File: config.mk
export PLATFORM = sky130hd
export DESIGN_NAME = rv32_program_encoder
export DESIGN_NICKNAME = d
export VERILOG_FILES = /design/src/rtl/rv32_program_encoder_pkg.sv /design/src/rtl/rv32_field_pack.sv /design/src/rtl/rv32_program_encoder.sv
export SDC_FILE = /design/constraint.sdc
export NUM_CORES = 1
export LEC_CHECK = 0
export CORE_ASPECT_RATIO = 2
export CORE_UTILIZATION = 40
export CTS_CLUSTER_DIAMETER = 120
export DETAILED_ROUTE_END_ITERATION = 12
export PLACE_DENSITY = 0.78
export SKIP_CTS_REPAIR_TIMING = 1
export SLEW_MARGIN = 20
export SYNTH_ARGS = -nofsm -noshare
export SYNTH_HDL_FRONTEND = slang
export SYNTH_HIERARCHICAL = 1
export SYNTH_SLANG_ARGS = --single-unit
export TNS_END_PERCENT = 5
File: constraint.sdc
create_clock -name clk -period 1.9 [get_ports clk]
set_input_delay 0.285 -clock clk [delete_from_list [all_inputs] [get_ports clk]]
set_output_delay 0.285 -clock clk [all_outputs]
set_load 0.005 [all_outputs]
File: src/rtl/rv32_program_encoder_pkg.sv
// Shared RV32I encoder types: opcodes, funct codes, instruction formats, loader FSM states.
// Also holds the signed-range helper used by the legality checks.
package rv32_program_encoder_pkg;

  typedef enum logic [6:0] {
    OP_LUI    = 7'b0110111,
    OP_AUIPC  = 7'b0010111,
    OP_JAL    = 7'b1101111,
    OP_JALR   = 7'b1100111,
    OP_BRANCH = 7'b1100011,
    OP_LOAD   = 7'b0000011,
    OP_STORE  = 7'b0100011,
    OP_IMM    = 7'b0010011,
    OP_REG    = 7'b0110011
  } opcode_t;

  // {funct7[5], funct3} for register/immediate ALU operations
  typedef enum logic [3:0] {
    F_ADD  = 4'b0000,
    F_SUB  = 4'b1000,
    F_SLL  = 4'b0001,
    F_SLT  = 4'b0010,
    F_SLTU = 4'b0011,
    F_XOR  = 4'b0100,
    F_SRL  = 4'b0101,
    F_SRA  = 4'b1101,
    F_OR   = 4'b0110,
    F_AND  = 4'b0111
  } funct_t;

  typedef enum logic [3:0] {
    FMT_R, FMT_I, FMT_ISH, FMT_L, FMT_S, FMT_B, FMT_J, FMT_JR, FMT_U
  } instr_fmt_t;

  typedef enum logic [1:0] {
    IDLE = 2'd0,
    LOAD = 2'd1,
    FULL = 2'd2
  } enc_state_t;

  // True when imm is representable as a signed value of the given bit width.
  function automatic logic imm_fits(input logic [31:0] imm, input int unsigned bits);
    logic signed [31:0] s;
    s = $signed(imm) >>> (bits - 1);
    return (s == '0) || (s == '1);
  endfunction

endpackage

File: src/rtl/rv32_field_pack.sv
// Combinational RV32I field packer: decoded fields in, 32-bit word and illegal flag out.
module rv32_field_pack
  import rv32_program_encoder_pkg::*;
(
  input  logic [6:0]  opcode,
  input  logic [3:0]  funct,
  input  logic [4:0]  rd,
  input  logic [4:0]  rs1,
  input  logic [4:0]  rs2,
  input  logic [31:0] imm,
  output logic [31:0] word,
  output logic        illegal
);

  instr_fmt_t fmt;
  logic       known;
  logic [2:0] f3;

  assign f3 = funct[2:0];

  always_comb begin
    fmt   = FMT_R;
    known = 1'b1;
    case (opcode_t'(opcode))
      OP_REG:    fmt = FMT_R;
      OP_IMM:    fmt = (f3[1:0] == 2'b01) ? FMT_ISH : FMT_I;
      OP_LOAD:   fmt = FMT_L;
      OP_JALR:   fmt = FMT_JR;
      OP_STORE:  fmt = FMT_S;
      OP_BRANCH: fmt = FMT_B;
      OP_JAL:    fmt = FMT_J;
      OP_LUI,
      OP_AUIPC:  fmt = FMT_U;
      default:   known = 1'b0;
    endcase
  end

  always_comb begin
    word    = '0;
    illegal = 1'b0;
    case (fmt)
      FMT_R: begin
        word    = {1'b0, funct[3], 5'b0, rs2, rs1, f3, rd, opcode};
        illegal = funct[3] && (f3 != 3'b000) && (f3 != 3'b101);
      end
      FMT_I: begin
        word    = {imm[11:0], rs1, f3, rd, opcode};
        illegal = funct[3] || !imm_fits(imm, 12);
      end
      FMT_ISH: begin
        // Only SRAI may set funct7[5]; shift amount must be 0..31.
        word    = {1'b0, funct[3], 5'b0, imm[4:0], rs1, f3, rd, opcode};
        illegal = (funct[3] && (funct != F_SRA)) || (imm[31:5] != '0);
      end
      FMT_L: begin
        word    = {imm[11:0], rs1, f3, rd, opcode};
        illegal = (f3 == 3'b011) || (f3 == 3'b110) || (f3 == 3'b111) || !imm_fits(imm, 12);
      end
      FMT_JR: begin
        word    = {imm[11:0], rs1, 3'b000, rd, opcode};
        illegal = !imm_fits(imm, 12);
      end
      FMT_S: begin
        word    = {imm[11:5], rs2, rs1, f3, imm[4:0], opcode};
        illegal = (f3 > 3'b010) || !imm_fits(imm, 12);
      end
      FMT_B: begin
        word    = {imm[12], imm[10:5], rs2, rs1, f3, imm[4:1], imm[11], opcode};
        illegal = (f3 == 3'b010) || (f3 == 3'b011) || !imm_fits(imm, 13) || imm[0];
      end
      FMT_J: begin
        word    = {imm[20], imm[10:1], imm[11], imm[19:12], rd, opcode};
        illegal = !imm_fits(imm, 21) || imm[0];
      end
      FMT_U: begin
        word    = {imm[31:12], rd, opcode};
        illegal = (imm[11:0] != '0);
      end
      default: illegal = 1'b1;
    endcase
    if (!known) illegal = 1'b1;
  end

endmodule

File: src/rtl/rv32_program_encoder.sv
// Program loader: accepts field bundles, encodes them and writes legal words to
// instruction memory at consecutive word addresses. state_dbg exposes the FSM.
// Handshake: a bundle transfers on a rising edge where in_valid && in_ready; in_ready
// depends only on the FSM state, and in_valid must hold with stable fields until then.
module rv32_program_encoder
  import rv32_program_encoder_pkg::*;
#(
  parameter int          DEPTH     = 256,
  parameter logic [31:0] BASE_ADDR = 32'h0000_0000,
  parameter int          CNT_W     = $clog2(DEPTH + 1)
) (
  input  logic             clk,
  input  logic             rst,
  input  logic             start,
  input  logic             finish,
  input  logic             in_valid,
  output logic             in_ready,
  input  logic [6:0]       in_opcode,
  input  logic [3:0]       in_funct,
  input  logic [4:0]       in_rd,
  input  logic [4:0]       in_rs1,
  input  logic [4:0]       in_rs2,
  input  logic [31:0]      in_imm,
  output logic             mem_we,
  output logic [31:0]      mem_addr,
  output logic [31:0]      mem_wdata,
  output logic             err,
  output logic [CNT_W-1:0] count,
  output logic             busy,
  output logic             full,
  output logic [7:0]       err_count,
  output logic [1:0]       state_dbg
);

  enc_state_t  state;
  logic [31:0] word;
  logic        illegal;
  logic        accept;

  rv32_field_pack u_pack (
    .opcode  (in_opcode),
    .funct   (in_funct),
    .rd      (in_rd),
    .rs1     (in_rs1),
    .rs2     (in_rs2),
    .imm     (in_imm),
    .word    (word),
    .illegal (illegal)
  );

  assign in_ready  = (state == LOAD);
  assign busy      = (state != IDLE);
  assign full      = (count == CNT_W'(DEPTH));
  assign state_dbg = state;
  assign accept    = in_valid && in_ready;

  always_ff @(posedge clk or posedge rst) begin
    if (rst) begin
      state     <= IDLE;
      count     <= '0;
      err_count <= '0;
      mem_we    <= 1'b0;
      mem_addr  <= '0;
      mem_wdata <= '0;
      err       <= 1'b0;
    end else begin
      mem_we <= 1'b0;
      err    <= 1'b0;
      case (state)
        IDLE: begin
          if (start) begin
            state     <= LOAD;
            count     <= '0;
            err_count <= '0;
          end
        end
        LOAD: begin
          if (accept) begin
            if (illegal) begin
              err <= 1'b1;
              if (err_count != 8'hFF) err_count <= err_count + 8'd1;
            end else begin
              mem_we    <= 1'b1;
              mem_wdata <= word;
              mem_addr  <= BASE_ADDR + (32'(count) << 2);
              count     <= count + CNT_W'(1);
              if (count == CNT_W'(DEPTH - 1)) state <= FULL;
            end
          end
          // finish wins over the FULL transition; an accepted word still goes out
          if (finish) state <= IDLE;
        end
        FULL: begin
          if (finish) state <= IDLE;
        end
        default: state <= IDLE;
      endcase
    end
  end

endmodule

-- After elaboration in Yosys (flattened, before gate mapping)
Cells that the tools add are included.
- bits in registers: 62
- bits of input ports: 63
- word-level logic and storage cells: 117
- add/sub/neg operators: 2
- $lt $le $gt $ge: 1
- equal/unequal tests: 41
- muxes and demuxes: 28
- bitwise operators: 1
- reduce and logical (&&, ||, !) cells: 37
- operators by type and width (operator ; number):
    32-bit case mux with 8 select lines ; 1
    32-bit == test (second input constant) ; 3
    32-bit zero test ; 3
    8-bit 2-to-1 mux ; 4
    4-bit case mux with 7 select lines ; 1
    9-bit 2-to-1 mux ; 3
    27-bit nonzero test ; 1
    7-bit by 6-bit == test with 1-bit output (second input constant) ; 3
    7-bit == test (second input constant) ; 3
    9-bit case mux with 2 select lines ; 1
    4-bit by 3-bit == test with 1-bit output (second input constant) ; 4
    8-bit case mux with 2 select lines ; 1
    7-bit by 5-bit == test with 1-bit output (second input constant) ; 2
    2-bit 2-to-1 mux ; 7
    1-bit logical OR ; 13
    12-bit nonzero test ; 1
    5-bit AND reduction ; 2
    9-bit by 1-bit adder with 9-bit output (second input constant) ; 1
    9-bit by 8-bit == test with 1-bit output (second input constant) ; 1
    9-bit == test (second input constant) ; 1
    1-bit case mux with 9 select lines ; 1
    9-bit OR reduction ; 1
    8-bit by 1-bit adder with 8-bit output (second input constant) ; 1
    4-bit by 2-bit == test with 1-bit output (second input constant) ; 2
    26 further kinds ; 49

-- Logic depth before layout (Yosys ltp)
- word-level depth: 11
- gate-level depth with buffers: 12

-- Cells and area by module
The synthesis kept the hierarchy.
- modules (own cells, without submodules) (module ; times used ; cells each ; area each (um^2) ; sequential area each (um^2)):
    rv32_program_encoder ; 1 ; 233 ; 2829.0 ; 1551.5
    rv32_field_pack ; 1 ; 149 ; 903.4 ; 0.0

-- Worst setup path after synthesis
No wires, ideal clock.
- path kind: input -> register
- start: in in_opcode[2]
- end: reg count[7]
- setup time: 0.078 ns
- arrival: 2.939 ns
- required time: 1.822 ns
- setup slack: -1.116 ns
- cell stages on the path: 10
- path buffers: 1
- path through: buf_4 -> and4b_4 -> or4_1 -> o21ai_1 -> nand4_1 -> or4_1 -> nand3b_1 -> a21o_1 -> or4_1 -> a21oi_1
- word-level cells in the longest chain between the ends: 8
- elaborated cells on any way between the ends: 26
- RTL lines (element ; RTL line ; source):
    from (decl) ; rv32_program_encoder.sv:18 ; input logic [6:0] in_opcode,
    7-bit by 6-bit == test with 1-bit output / 7-bit by 5-bit == test with 1-bit output (equally long branches) ; rv32_field_pack.sv:24 ; case (opcode_t'(opcode))
    2-bit OR reduction ; -- ;
    4-bit case mux with 7 select lines ; rv32_field_pack.sv:24 ;
    4-bit == test (tied with other cells) ; rv32_field_pack.sv:41 ; case (fmt)
    1-bit case mux with 9 select lines ; rv32_field_pack.sv:41 ;
    1-bit 2-to-1 mux (*) ; rv32_field_pack.sv:81 ; if (!known) illegal = 1'b1;
    named net illegal ; rv32_program_encoder.sv:37 ; logic illegal;
    2-bit inequality test (no line) (*) ; -- ;
    4-bit AND reduction (no line) (*) ; -- ;
    to (signal assigned) ; rv32_program_encoder.sv:86 ; count <= count + CNT_W'(1);
    to (decl) ; rv32_program_encoder.sv:28 ; output logic [CNT_W-1:0] count,
The timed path passes the listed nets; every way through them passes the cells marked *.
A chain may end at the register's enable or synchronous reset.

-- Final worst setup path
- start: in in_opcode[2]
- end: reg count[5]
Same word-level chain as after synthesis.

==> impl_metrics.toml <==
[grt]
antenna_found_initial = 1
grt_max_degree = 63
grt_remaining_overflow = 0
grt_pass1_vias = 3816
grt_pass1_wl_mm = 18.5
grtUsageTotal = 0.246

[finish]
nets = 640
nFillCells = 702
multi_input_area_sq_mm = 0.00208
regArea_sq_mm = 0.00155
syn_to_final_growth_pct = 59.8
final_layout_size_suffix_gt1_frac = 0.318

[floorplanning]
ios = 151
rows = 49
die-area_sq_mm = 0.00974
core_sq_mm = 0.00901
die_w_microns = 70.3
die_y_microns = 139
initial_utilization = 0.414

[routing]
drtAntennaViolNets = 0
firstDrtPassIters = 4
drc = 0
wirelength_mm = 12.3
drt_iter0_markers = 257
wl_per_cell_microns = 18.0
via_per_inst = 5.48
vias = 3731

[timing]
post-route-min-period_ns = 2.98
setup_ws_ns = -1.08
tns_ns = -44.17
period_share = 1.57
slew_violations = 0
fmaxAchievable_mhz = 336
rsz0062_at_grt = "true"
hold_viol = 0
fin_skew_ns = 0.00322
setup-violations-final = 63

[yosys]
yosys_warnings = 6
yosysSeqAreaShare = 0.416
synthArstFlopShare = 1.00
synth.avg_cell_area_sq_um = 9.77
synth_seq_cells = 62
synth_edf_count = 0
synthFlopType = "dfrtp_1"
syn_inst = 382
synth_area_sq_mm = 0.00373
yosys.cell_types.count = 56

[place]
port_buffers = 127
dpl.hpwl_mm = 9.21
gp_congestion = 0.880

[critical_path]
critPathKind = "in2reg"
r2r-end = "count[5]$_DFFE_PP0P_"
required_ns = 2.15
crit_arrival_ns = 3.23
startpoint_type = "primary input"
regToRegSetupSlack_ns = 0.09
rr_worst_depth = 5
crit_path_end_kind = "flop"
reg2reg_from = "state_dbg[0]$_DFFE_PP0P_"
cp_max_fo = 8

[run_status]
violations = "negative setup slack"
status = "finished with violations"

[clocking]
cts_tree = "done"
numCtsBuffers = 9
clk-insertion-delay-late_ns = 0.32
clkSinkCount = 62
clock_path_buffers = 2
clock-root-buffer = "clkbuf_16"
path_clk_slew_ns = 0.05
h-tree-depth = 3

[run]
cap_violations = 0

[worst_hold_path]
hold_class = "in2reg"
hold_depth = 2
hp-start = "in_opcode[2]"
min_to = "mem_wdata[2]$_DFFE_PP0P_"

[pwr]
vdd_ir_drop_max_uv = 528
leakagePower_nw = 2.83
p_per_area_mw_per_mm2 = 724
power_mw = 4.32
metrics by stage:
| step | cell area, sq um | utilization | hold slack [ns] | setup slack [ns] | cells |
|---|---|---|---|---|---|
| floorplan | 3830 | - | 0.348 | -0.953 | 404 |
| global placement | 5510 | 0.611 | 0.489 | -1.64 | 660 |
| detailed placement | 5510 | 0.611 | 0.495 | -1.70 | 660 |
| CTS | 5790 | 0.643 | 0.363 | -1.36 | 676 |
| global route | 5970 | 0.662 | 0.307 | -1.23 | 681 |
| finish | 5970 | 0.662 | 0.312 | -1.08 | 681 |
flip-flops by register name (all words and copies together), names as in the netlist:
register,flops
count,9
err,1
err_count,8
mem_addr,9
mem_wdata,32
mem_we,1
state_dbg,2
worst max-delay path, stage by stage:
cell      delay [ns]
buf_2           0.14
and4b_4         0.22
or4_1           0.54
o21ai_1         0.14
nand4_1         0.10
or4_4           0.55
nand3b_1        0.21
a21o_4          0.25
buf_6           0.12
or4_1           0.52
a21oi_1         0.16
cell families after synthesis:
| kind of cell | Yosys count | share of synthesized area |
|---|---|---|
| and+or+nand+nor | 146 | 0.211 |
| AOI/OAI and AO/OA | 62 | 0.118 |
| DFF | 62 | 0.416 |
| buffers and inverters | 55 | 0.0872 |
| muxes | 50 | 0.150 |
| adders and majority gates | 4 | 0.0134 |
| xor gates and xnor gates | 2 | 0.00469 |
| other | 1 | 0.00100 |
cells in the final DEF, fill, tap and decap left out, types with 10 or more instances in the layout:
cell             synthesis  routed
a21oi_1                 11      10
buf_4                   25      68
clkbuf_2                 0      12
clkdlybuf4s50_1          0      87
conb_1                   1      23
dfrtp_1                 62      62
dlymetal6s2s_1           0      22
inv_1                   11      10
mux2_2                  47      47
nand2_1                 48      46
nand3_1                 13      12
nor2_1                  17      16
synthesized netlist by cell type (all sizes together), types with 5 or more instances:
cell	n	area share
clkbuf	12	0.012
nand2b	7	0.012
nor4	11	0.018
o21ai	11	0.015
nor2	18	0.019
buf	31	0.062
nand4	9	0.015
a22o	9	0.021
dfrtp	62	0.42
nand3	13	0.017
mux2	47	0.14
or4	10	0.020
a22oi	5	0.010
a21oi	11	0.015
nand2	48	0.048
nor3	8	0.014
inv	11	0.011
o211ai	5	0.010
power breakdown:
group	internal, mW	switching [mW]
combinational	0.692	0.426
clock	1.01	0.585
sequential	1.50	0.106
layout make-up:
class / count / share of cell area
inverter: 11 / 0.00692
multi-input combinational: 287 / 0.348
tap: 102 / 0.0214
antenna: 1 / 0.000419
clock buffer: 12 / 0.0396
clock inverter: 4 / 0.00797
timing repair buffer: 202 / 0.315
sequential: 62 / 0.260
layer usage:
layer  track usage  up-vias  share of wire
li1              -     1729              -
met1         0.234     1791           0.33
met2         0.467      179           0.57
met3        0.0632       32          0.062
met4         0.121        0          0.034
met5             0        -              0
worst max-delay path by stage:
| stage | start | endpoint | slack (ns) | cells past startpoint |
|---|---|---|---|---|
| 3_5_place_dp | in_imm[29] | count[5]$_DFFE_PP0P_ | -1.70 | 11 |
| 6_report | in_opcode[2] | count[5]$_DFFE_PP0P_ | -1.08 | 11 |
| 5_1_grt | in_imm[5] | count[5]$_DFFE_PP0P_ | -1.23 | 12 |
| 2_1_floorplan | in_opcode[6] | count[6]$_DFFE_PP0P_ | -0.95 | 10 |
| 4_1_cts | in_imm[29] | count[5]$_DFFE_PP0P_ | -1.36 | 11 |
| 3_3_place_gp | in_imm[29] | count[6]$_DFFE_PP0P_ | -1.64 | 11 |
(Power assumes the default switching activity.)
